**config.mk**
```make
export PLATFORM = sky130hd
export DESIGN_NAME = mem_access_sequencer
export DESIGN_NICKNAME = d
export VERILOG_FILES = /design/src/rtl/mem_access_sequencer.sv
export SDC_FILE = /design/constraint.sdc
export NUM_CORES = 1
export LEC_CHECK = 0
export BUFFER_PORTS_ARGS = -buffer_cell sky130_fd_sc_hd__buf_2
export CORE_ASPECT_RATIO = 1.2
export CORE_MARGIN = 8
export CORE_UTILIZATION = 50
export CTS_BUF_LIST = sky130_fd_sc_hd__clkbuf_4
export DETAILED_ROUTE_END_ITERATION = 12
export PLACE_DENSITY = 0.81
export RECOVER_POWER = 25
export SLEW_MARGIN = 20
export SYNTH_ARGS = -nofsm -noshare
export SYNTH_HDL_FRONTEND = slang
export SYNTH_SLANG_ARGS = --single-unit
```
**constraint.sdc**
```tcl
create_clock -name Clk -period 2.15 [get_ports Clk]
set_input_delay 0.215 -clock Clk [delete_from_list [all_inputs] [get_ports Clk]]
set_output_delay 0.215 -clock Clk [all_outputs]
set_load 0.005 [all_outputs]
```
**src/rtl/mem_access_sequencer.sv**
```systemverilog
// mem_access_sequencer
//   Control FSM that sequences every RAM access on the SPARC datapath
//   (instruction fetch, load, store). It drives the MAR/MDR/IR load enables,
//   the MAR/MDR source selects, the RAM opcode (OP1/MOP_SEL) and the MFA/MFC
//   handshake. It returns one Done pulse per completed access, or a Timeout
//   pulse when the RAM never answers.
//
// Optional build macro:
//   MISALIGN_CHECK_EN - reject misaligned requests in IDLE (Misalign pulse,
//                       no MAR load, no MFA). Undefined: Misalign is always 0.
//
// Ports:
//   Clk       in   system clock, rising edge
//   Reset     in   asynchronous active-high reset
//   FetchReq  in   instruction fetch request (address from PC)
//   LoadReq   in   load request (address from alu_out)
//   StoreReq  in   store request (address from alu_out, data from RF A-port)
//   Size      in   00 word, 01 half, 10 byte, 11 treated as word
//   SignedLd  in   sign-extending load (byte/half only)
//   AddrLo    in   low two address bits of the pending access
//   MFC       in   memory function complete from RAM
//   MARE      out  MAR load enable
//   MAR_SEL   out  MAR source: 00 alu_out, 01 PC, 10 MAR_AUX, 11 zero
//   MDRE      out  MDR load enable
//   MDR_SEL   out  MDR source: 00 RAM data, 01 RF A-port, 10 MDR_AUX, 11 zero
//   IRE       out  IR load enable
//   MFA       out  memory function active to RAM
//   MOP_SEL   out  1: RAM opcode from OP1, 0: from IR opcode field
//   OP1       out  RAM opcode for the current access
//   Busy      out  high in every state except IDLE
//   Done      out  one-cycle pulse on successful completion
//   Timeout   out  one-cycle pulse when the access is aborted
//   Misalign  out  one-cycle pulse when a misaligned request is rejected
module mem_access_sequencer #(
  parameter int TIMEOUT_CYCLES = 15,
  parameter int CNT_W          = 4
) (
  input  logic       Clk,
  input  logic       Reset,
  input  logic       FetchReq,
  input  logic       LoadReq,
  input  logic       StoreReq,
  input  logic [1:0] Size,
  input  logic       SignedLd,
  input  logic [1:0] AddrLo,
  input  logic       MFC,
  output logic       MARE,
  output logic [1:0] MAR_SEL,
  output logic       MDRE,
  output logic [1:0] MDR_SEL,
  output logic       IRE,
  output logic       MFA,
  output logic       MOP_SEL,
  output logic [5:0] OP1,
  output logic       Busy,
  output logic       Done,
  output logic       Timeout,
  output logic       Misalign
);

  typedef enum logic [2:0] {
    S_IDLE, S_ADDR, S_WAIT, S_CAPT, S_IRLD, S_DONE, S_ABORT
  } state_t;

  typedef enum logic [1:0] {
    K_FETCH = 2'd0,
    K_LOAD  = 2'd1,
    K_STORE = 2'd2
  } kind_t;

  state_t           state_q, state_d;
  kind_t            kind_q, kind_d;
  logic [1:0]       size_q, size_d;
  logic             sgn_q, sgn_d;
  logic             mis_q, mis_d;
  logic [CNT_W-1:0] cnt_q, cnt_d;

  logic             mare_q, mare_d;
  logic [1:0]       mar_sel_q, mar_sel_d;
  logic             mdre_q, mdre_d;
  logic [1:0]       mdr_sel_q, mdr_sel_d;
  logic             ire_q, ire_d;
  logic             mfa_q, mfa_d;
  logic             mop_sel_q, mop_sel_d;
  logic [5:0]       op1_q, op1_d;
  logic             busy_q, busy_d;
  logic             done_q, done_d;
  logic             timeout_q, timeout_d;
  logic             misalign_q, misalign_d;

  logic             misaligned;

  // RAM opcode from the latched access kind, size and signedness.
  function automatic logic [5:0] op1_encode(input kind_t kind, input logic [1:0] size,
                                            input logic sgn);
    logic [5:0] op;
    op = 6'b000000;
    case (kind)
      K_LOAD: begin
        case (size)
          2'b01:   op = sgn ? 6'b001010 : 6'b000010;
          2'b10:   op = sgn ? 6'b001001 : 6'b000001;
          default: op = 6'b000000;
        endcase
      end
      K_STORE: begin
        case (size)
          2'b01:   op = 6'b000110;
          2'b10:   op = 6'b000101;
          default: op = 6'b000100;
        endcase
      end
      default: op = 6'b000000;
    endcase
    return op;
  endfunction

`ifdef MISALIGN_CHECK_EN
  // Word (and fetch, latched as word) needs AddrLo==00; halfword needs AddrLo[0]==0.
  always_comb begin
    misaligned = 1'b0;
    if (size_d == 2'b00) begin
      misaligned = (AddrLo != 2'b00);
    end else if (size_d == 2'b01) begin
      misaligned = AddrLo[0];
    end
  end
`else
  // Without the alignment check, the rejection path is never taken and
  // Misalign stays 0.
  logic unused_addr_lo;
  assign unused_addr_lo = ^AddrLo;
  assign misaligned     = 1'b0;
`endif

  always_comb begin
    state_d = state_q;
    kind_d  = kind_q;
    size_d  = size_q;
    sgn_d   = sgn_q;
    mis_d   = mis_q;
    cnt_d   = cnt_q;

    case (state_q)
      S_IDLE: begin
        if (FetchReq || LoadReq || StoreReq) begin
          if (FetchReq) begin
            kind_d = K_FETCH;
            size_d = 2'b00;
            sgn_d  = 1'b0;
          end else if (LoadReq) begin
            kind_d = K_LOAD;
            size_d = (Size == 2'b11) ? 2'b00 : Size;
            sgn_d  = SignedLd;
          end else begin
            kind_d = K_STORE;
            size_d = (Size == 2'b11) ? 2'b00 : Size;
            sgn_d  = 1'b0;
          end
          mis_d   = misaligned;
          state_d = misaligned ? S_ABORT : S_ADDR;
        end
      end
      S_ADDR: begin
        cnt_d   = '0;
        state_d = S_WAIT;
      end
      S_WAIT: begin
        // MFC wins over the timeout check, even on the last allowed cycle.
        if (MFC) begin
          state_d = (kind_q == K_STORE) ? S_DONE : S_CAPT;
        end else begin
          cnt_d = cnt_q + CNT_W'(1);
          if (cnt_d == CNT_W'(TIMEOUT_CYCLES)) begin
            state_d = S_ABORT;
          end
        end
      end
      S_CAPT:  state_d = (kind_q == K_FETCH) ? S_IRLD : S_DONE;
      S_IRLD:  state_d = S_DONE;
      S_DONE:  state_d = S_IDLE;
      S_ABORT: state_d = S_IDLE;
      default: state_d = S_IDLE;
    endcase

    // Outputs decode the next state so the registered copy lines up with it.
    mare_d     = (state_d == S_ADDR);
    mar_sel_d  = (state_d == S_ADDR && kind_d == K_FETCH) ? 2'b01 : 2'b00;
    mdre_d     = (state_d == S_ADDR && kind_d == K_STORE) || (state_d == S_CAPT);
    mdr_sel_d  = (state_d == S_ADDR && kind_d == K_STORE) ? 2'b01 : 2'b00;
    ire_d      = (state_d == S_IRLD);
    // MFA is held through CAPT so RAM data stays stable while MDR loads.
    mfa_d      = (state_d == S_WAIT) || (state_d == S_CAPT);
    mop_sel_d  = (state_d == S_ADDR) || (state_d == S_WAIT) || (state_d == S_CAPT);
    op1_d      = mop_sel_d ? op1_encode(kind_d, size_d, sgn_d) : 6'b000000;
    busy_d     = (state_d != S_IDLE);
    done_d     = (state_d == S_DONE);
    timeout_d  = (state_d == S_ABORT) && !mis_d;
    misalign_d = (state_d == S_ABORT) && mis_d;
  end

  always_ff @(posedge Clk or posedge Reset) begin
    if (Reset) begin
      state_q    <= S_IDLE;
      kind_q     <= K_FETCH;
      size_q     <= 2'b00;
      sgn_q      <= 1'b0;
      mis_q      <= 1'b0;
      cnt_q      <= '0;
      mare_q     <= 1'b0;
      mar_sel_q  <= 2'b00;
      mdre_q     <= 1'b0;
      mdr_sel_q  <= 2'b00;
      ire_q      <= 1'b0;
      mfa_q      <= 1'b0;
      mop_sel_q  <= 1'b0;
      op1_q      <= 6'b000000;
      busy_q     <= 1'b0;
      done_q     <= 1'b0;
      timeout_q  <= 1'b0;
      misalign_q <= 1'b0;
    end else begin
      state_q    <= state_d;
      kind_q     <= kind_d;
      size_q     <= size_d;
      sgn_q      <= sgn_d;
      mis_q      <= mis_d;
      cnt_q      <= cnt_d;
      mare_q     <= mare_d;
      mar_sel_q  <= mar_sel_d;
      mdre_q     <= mdre_d;
      mdr_sel_q  <= mdr_sel_d;
      ire_q      <= ire_d;
      mfa_q      <= mfa_d;
      mop_sel_q  <= mop_sel_d;
      op1_q      <= op1_d;
      busy_q     <= busy_d;
      done_q     <= done_d;
      timeout_q  <= timeout_d;
      misalign_q <= misalign_d;
    end
  end

  assign MARE     = mare_q;
  assign MAR_SEL  = mar_sel_q;
  assign MDRE     = mdre_q;
  assign MDR_SEL  = mdr_sel_q;
  assign IRE      = ire_q;
  assign MFA      = mfa_q;
  assign MOP_SEL  = mop_sel_q;
  assign OP1      = op1_q;
  assign Busy     = busy_q;
  assign Done     = done_q;
  assign Timeout  = timeout_q;
  assign Misalign = misalign_q;

endmodule

```
==> flow_metrics.env <==
export IMPL_grt_pass1_vias=1024
export IMPL_routed_via_density=5.19
export IMPL_post_route_drc_count=0
export IMPL_overall_via_count_from_detail_route=1001
export IMPL_final_hold_viol_count=0
export IMPL_power_frac_clock=0.162
export IMPL_netlist_cell_types=36
export IMPL_row_count=21
export IMPL_floorplan_core_area_mm2=0.00271
export IMPL_share_seq_of_total_power=0.365
export IMPL_clock_root_buffer="sky130_fd_sc_hd__clkbuf_4"
export IMPL_finalCritPeriodShare=0.967
export IMPL_critPathCapture="OP1[3]"
export IMPL_place_hpwl_mm=2.11
export IMPL_timing_final_crit_period_ps=2080
export IMPL_maximum_number_of_pins_on_one_net_before_global_route_repair=29
export IMPL_p_switching_uw=828
export IMPL_hold_worst_slack_ps=152
export IMPL_antenna_cells=0
export IMPL_drive_above_1_share=0.252
export IMPL_global_route_overflow_total=0
export IMPL_cell_area_after_synthesis_mm2=0.00137
export IMPL_timing_final_setup_violations=0
export IMPL_initial_standard_cell_utilization_of_the_core=0.506
export IMPL_worst_setup_hold_path_clk_slew_ps=150
export IMPL_cp_start_kind="flip-flop"
export IMPL_crit_start="state_q[1]"
export IMPL_postPlaceCellArea_mm2=0.00154
export IMPL_comb_power_share=0.473
export IMPL_boundaryPins=30
export IMPL_routed_wirelength_mm=2.75
export IMPL_htree_levels=1
export IMPL_post_place_cells=187
export IMPL_synth_edf_count=0
export IMPL_dominantRegCellSynth="sky130_fd_sc_hd__dfrtp_1"
export IMPL_p_int_uw=1320
export IMPL_async_flop_share=1.00
export IMPL_tritoncts="yes"
export IMPL_post_synth_top_area_cell="sky130_fd_sc_hd__dfrtp_1"
export IMPL_yosysTopAreaCellShare=0.511
export IMPL_r2r_depth=8
export IMPL_final_setup_tns_ps=0
export IMPL_max_vdd_ir_drop_mv=0.669
export IMPL_finalClockSkew_ps=8.27
export IMPL_drt_pass1_iter_count=4
export IMPL_synth_area_leaders="sky130_fd_sc_hd__dfrtp_1 51%, sky130_fd_sc_hd__ha_1 6.4%, sky130_fd_sc_hd__o21ai_0 3.7%, sky130_fd_sc_hd__nor3b_1 2.7%, sky130_fd_sc_hd__nor2_1 2.5%"
export IMPL_place_congestion=0.799
export IMPL_timing_final_max_slew_violations=0
export IMPL_global_route_wire_length_before_repair_mm=4.42
export IMPL_mean_area_per_synthesized_cell_um2=10.7
export IMPL_slew_headroom=0.0330
export IMPL_cts_buffers=3
export IMPL_ant_nets=0
export IMPL_grt_total_usage=0.120
export IMPL_final_nets=178
export IMPL_wire_per_inst_um=14.2
export IMPL_insertion_delay_ps=340
export IMPL_worst_ep_required_time_ps=2450
export IMPL_design_die_area_mm2=0.00468
export IMPL_status="completed"
export IMPL_p_sw_frac=0.384
export IMPL_maxClockFrequency_mhz=481
export IMPL_power_density_mw_per_mm2=1330
export IMPL_finalInstanceArea_mm2=0.00161
export IMPL_antenna_violations_before_repair=0
export IMPL_worstSetupEndpointType="flip-flop"
export IMPL_drt_iter0_drc=30
export IMPL_tightest_slew_ps=1450
export IMPL_synth_sequential_area_ratio=0.511
export IMPL_critical_path_class="reg2reg"
export IMPL_clock_tree_buffer_depth=2
export IMPL_cap_viol_max_count=0
export IMPL_ys_warn_count=0
export IMPL_p_leak_uw=0.000817
export IMPL_gate_count_after_technology_mapping=128
export IMPL_final_fill_count=244
export IMPL_clock_sink_count=28
export IMPL_rr_endpoint="OP1[3]"
export IMPL_ys_seq_elements=28
export IMPL_final_core_util=0.596
export IMPL_die_w_um=63.8
export IMPL_rr_startpoint="state_q[1]"
export IMPL_port_buffer_count=23
export IMPL_reg2reg_setup_slack_ps=70
export IMPL_arrival_worst_endpoint_ps=2370
export IMPL_layout_area_overhead_vs_synth_pct=17.7
export IMPL_fp_dieH_um=73.3
export IMPL_critical_path_max_fanout=4
export IMPL_timing_hold_worst_class="in2reg"
export IMPL_instances_no_fill=193
final cells by class:
cell class,instances,area [um2],share of cell area
Multi-Input combinational cell,90,624,0.387
Clock inverter,1,30.0,0.0186
Timing Repair Buffer,30,166,0.103
Clock buffer,3,22.5,0.0140
Inverter,7,26.3,0.0163
Sequential cell,28,701,0.434
Tap cell,34,42.5,0.0264
critical path: stages (launching register included):
cell,delay (ps)
sky130_fd_sc_hd__dfrtp_1,400
sky130_fd_sc_hd__or3_4,420
sky130_fd_sc_hd__nor2_4,140
sky130_fd_sc_hd__mux2i_1,250
sky130_fd_sc_hd__inv_1,80
sky130_fd_sc_hd__ha_1,270
sky130_fd_sc_hd__nor2b_1,110
sky130_fd_sc_hd__o2111ai_1,90
sky130_fd_sc_hd__and4bb_1,260
registers in the layout, indices dropped and copies added, names as in the netlist:
| register | cells |
|---|---|
| Busy | 1 |
| Done | 1 |
| IRE | 1 |
| MARE | 1 |
| MAR_SEL | 1 |
| MDRE | 1 |
| MDR_SEL | 1 |
| MFA | 1 |
| MOP_SEL | 1 |
| Misalign | 1 |
| OP1 | 4 |
| Timeout | 1 |
| cnt_q | 4 |
| kind_q | 2 |
| mis_q | 1 |
| sgn_q | 1 |
| size_q | 2 |
| state_q | 3 |
cell families after synthesis:
kind of cell,synth area share
xor+xnor,0.0128
simple gates,0.236
compound gates,0.111
mux,0.0146
fa+ha+maj,0.0639
other cells,0.00274
flops,0.511
buf+inv,0.0484
stage by stage:
step	setup slack, ps	power (uW)
2_1_floorplan	10.6	1490
3_3_place_gp	109	1760
3_5_place_dp	60.0	1810
4_1_cts	25.7	2160
5_1_grt	-0.710	2320
6_report	70.9	2150
synth_stat cells (all sizes together), types with 2 or more instances:
master,count
ha,7
mux2i,2
and3b,2
nor4,3
nand4b,2
buf,6
a21oi,5
nor3b,5
nor2b,5
nor3,3
inv,7
and2,4
nand2,7
nand3,2
o21ai,11
nor2,11
or2,2
dfrtp,28
xor2,2
worst min path at each step:
stage / slack (ps) / from / depth (start not counted) / to
floorplan: 280 / Reset / 1 / Busy
global placement: 280 / Reset / 3 / MFA
detailed placement: 290 / Reset / 3 / MOP_SEL
CTS: 140 / SignedLd / 3 / sgn_q
global route: 150 / SignedLd / 3 / sgn_q
finish: 150 / SignedLd / 3 / sgn_q
power by group through the flow:
| stage | combinational, uW | sequential (uW) | clock (uW) |
|---|---|---|---|
| after global placement | 974 | 787 | 0 |
| final | 1020 | 786 | 349 |
| after detailed placement | 1010 | 800 | 0 |
| after CTS | 1020 | 788 | 358 |
| after global routing | 1140 | 805 | 371 |
| after floorplan | 691 | 801 | 0 |
timing repair:
item                                    4_1_cts  5_1_grt
buffers inserted                              0        1
endpoints found under the hold margin        28        0
hold buffers                                  1        0
endpoints found under the setup margin        0        3
resized for setup                             0        1
layout by cell type (no fill, tap or decap), types with 2 or more instances in the layout:
master / Yosys / layout
sky130_fd_sc_hd__nor4_1: 3 / 3
sky130_fd_sc_hd__buf_2: 2 / 23
sky130_fd_sc_hd__a21oi_1: 5 / 5
sky130_fd_sc_hd__nand2_1: 7 / 7
sky130_fd_sc_hd__conb_1: 1 / 4
sky130_fd_sc_hd__nor2b_1: 5 / 5
sky130_fd_sc_hd__nor3b_1: 5 / 5
sky130_fd_sc_hd__nor2_1: 9 / 9
sky130_fd_sc_hd__nand3_1: 2 / 2
sky130_fd_sc_hd__xor2_1: 2 / 2
sky130_fd_sc_hd__ha_1: 7 / 7
sky130_fd_sc_hd__and2_1: 4 / 4
sky130_fd_sc_hd__clkbuf_4: 0 / 3
sky130_fd_sc_hd__nor3_1: 3 / 2
sky130_fd_sc_hd__nand4b_1: 2 / 2
sky130_fd_sc_hd__dfrtp_1: 28 / 28
sky130_fd_sc_hd__inv_1: 7 / 7
sky130_fd_sc_hd__o21ai_0: 10 / 10
sky130_fd_sc_hd__and3b_1: 2 / 2
sky130_fd_sc_hd__buf_4: 4 / 5
sky130_fd_sc_hd__mux2i_1: 2 / 2
sky130_fd_sc_hd__or2_1: 2 / 2
routing by layer:
layer	vias up	track usage	routed length, um
met2	12	0.220	1520
met1	487	0.126	1100
met5	-	0	0
met4	0	0.0596	51
li1	497	-	-
met3	5	0.0274	74
Note: power is estimated with default switching activity, not from simulation.
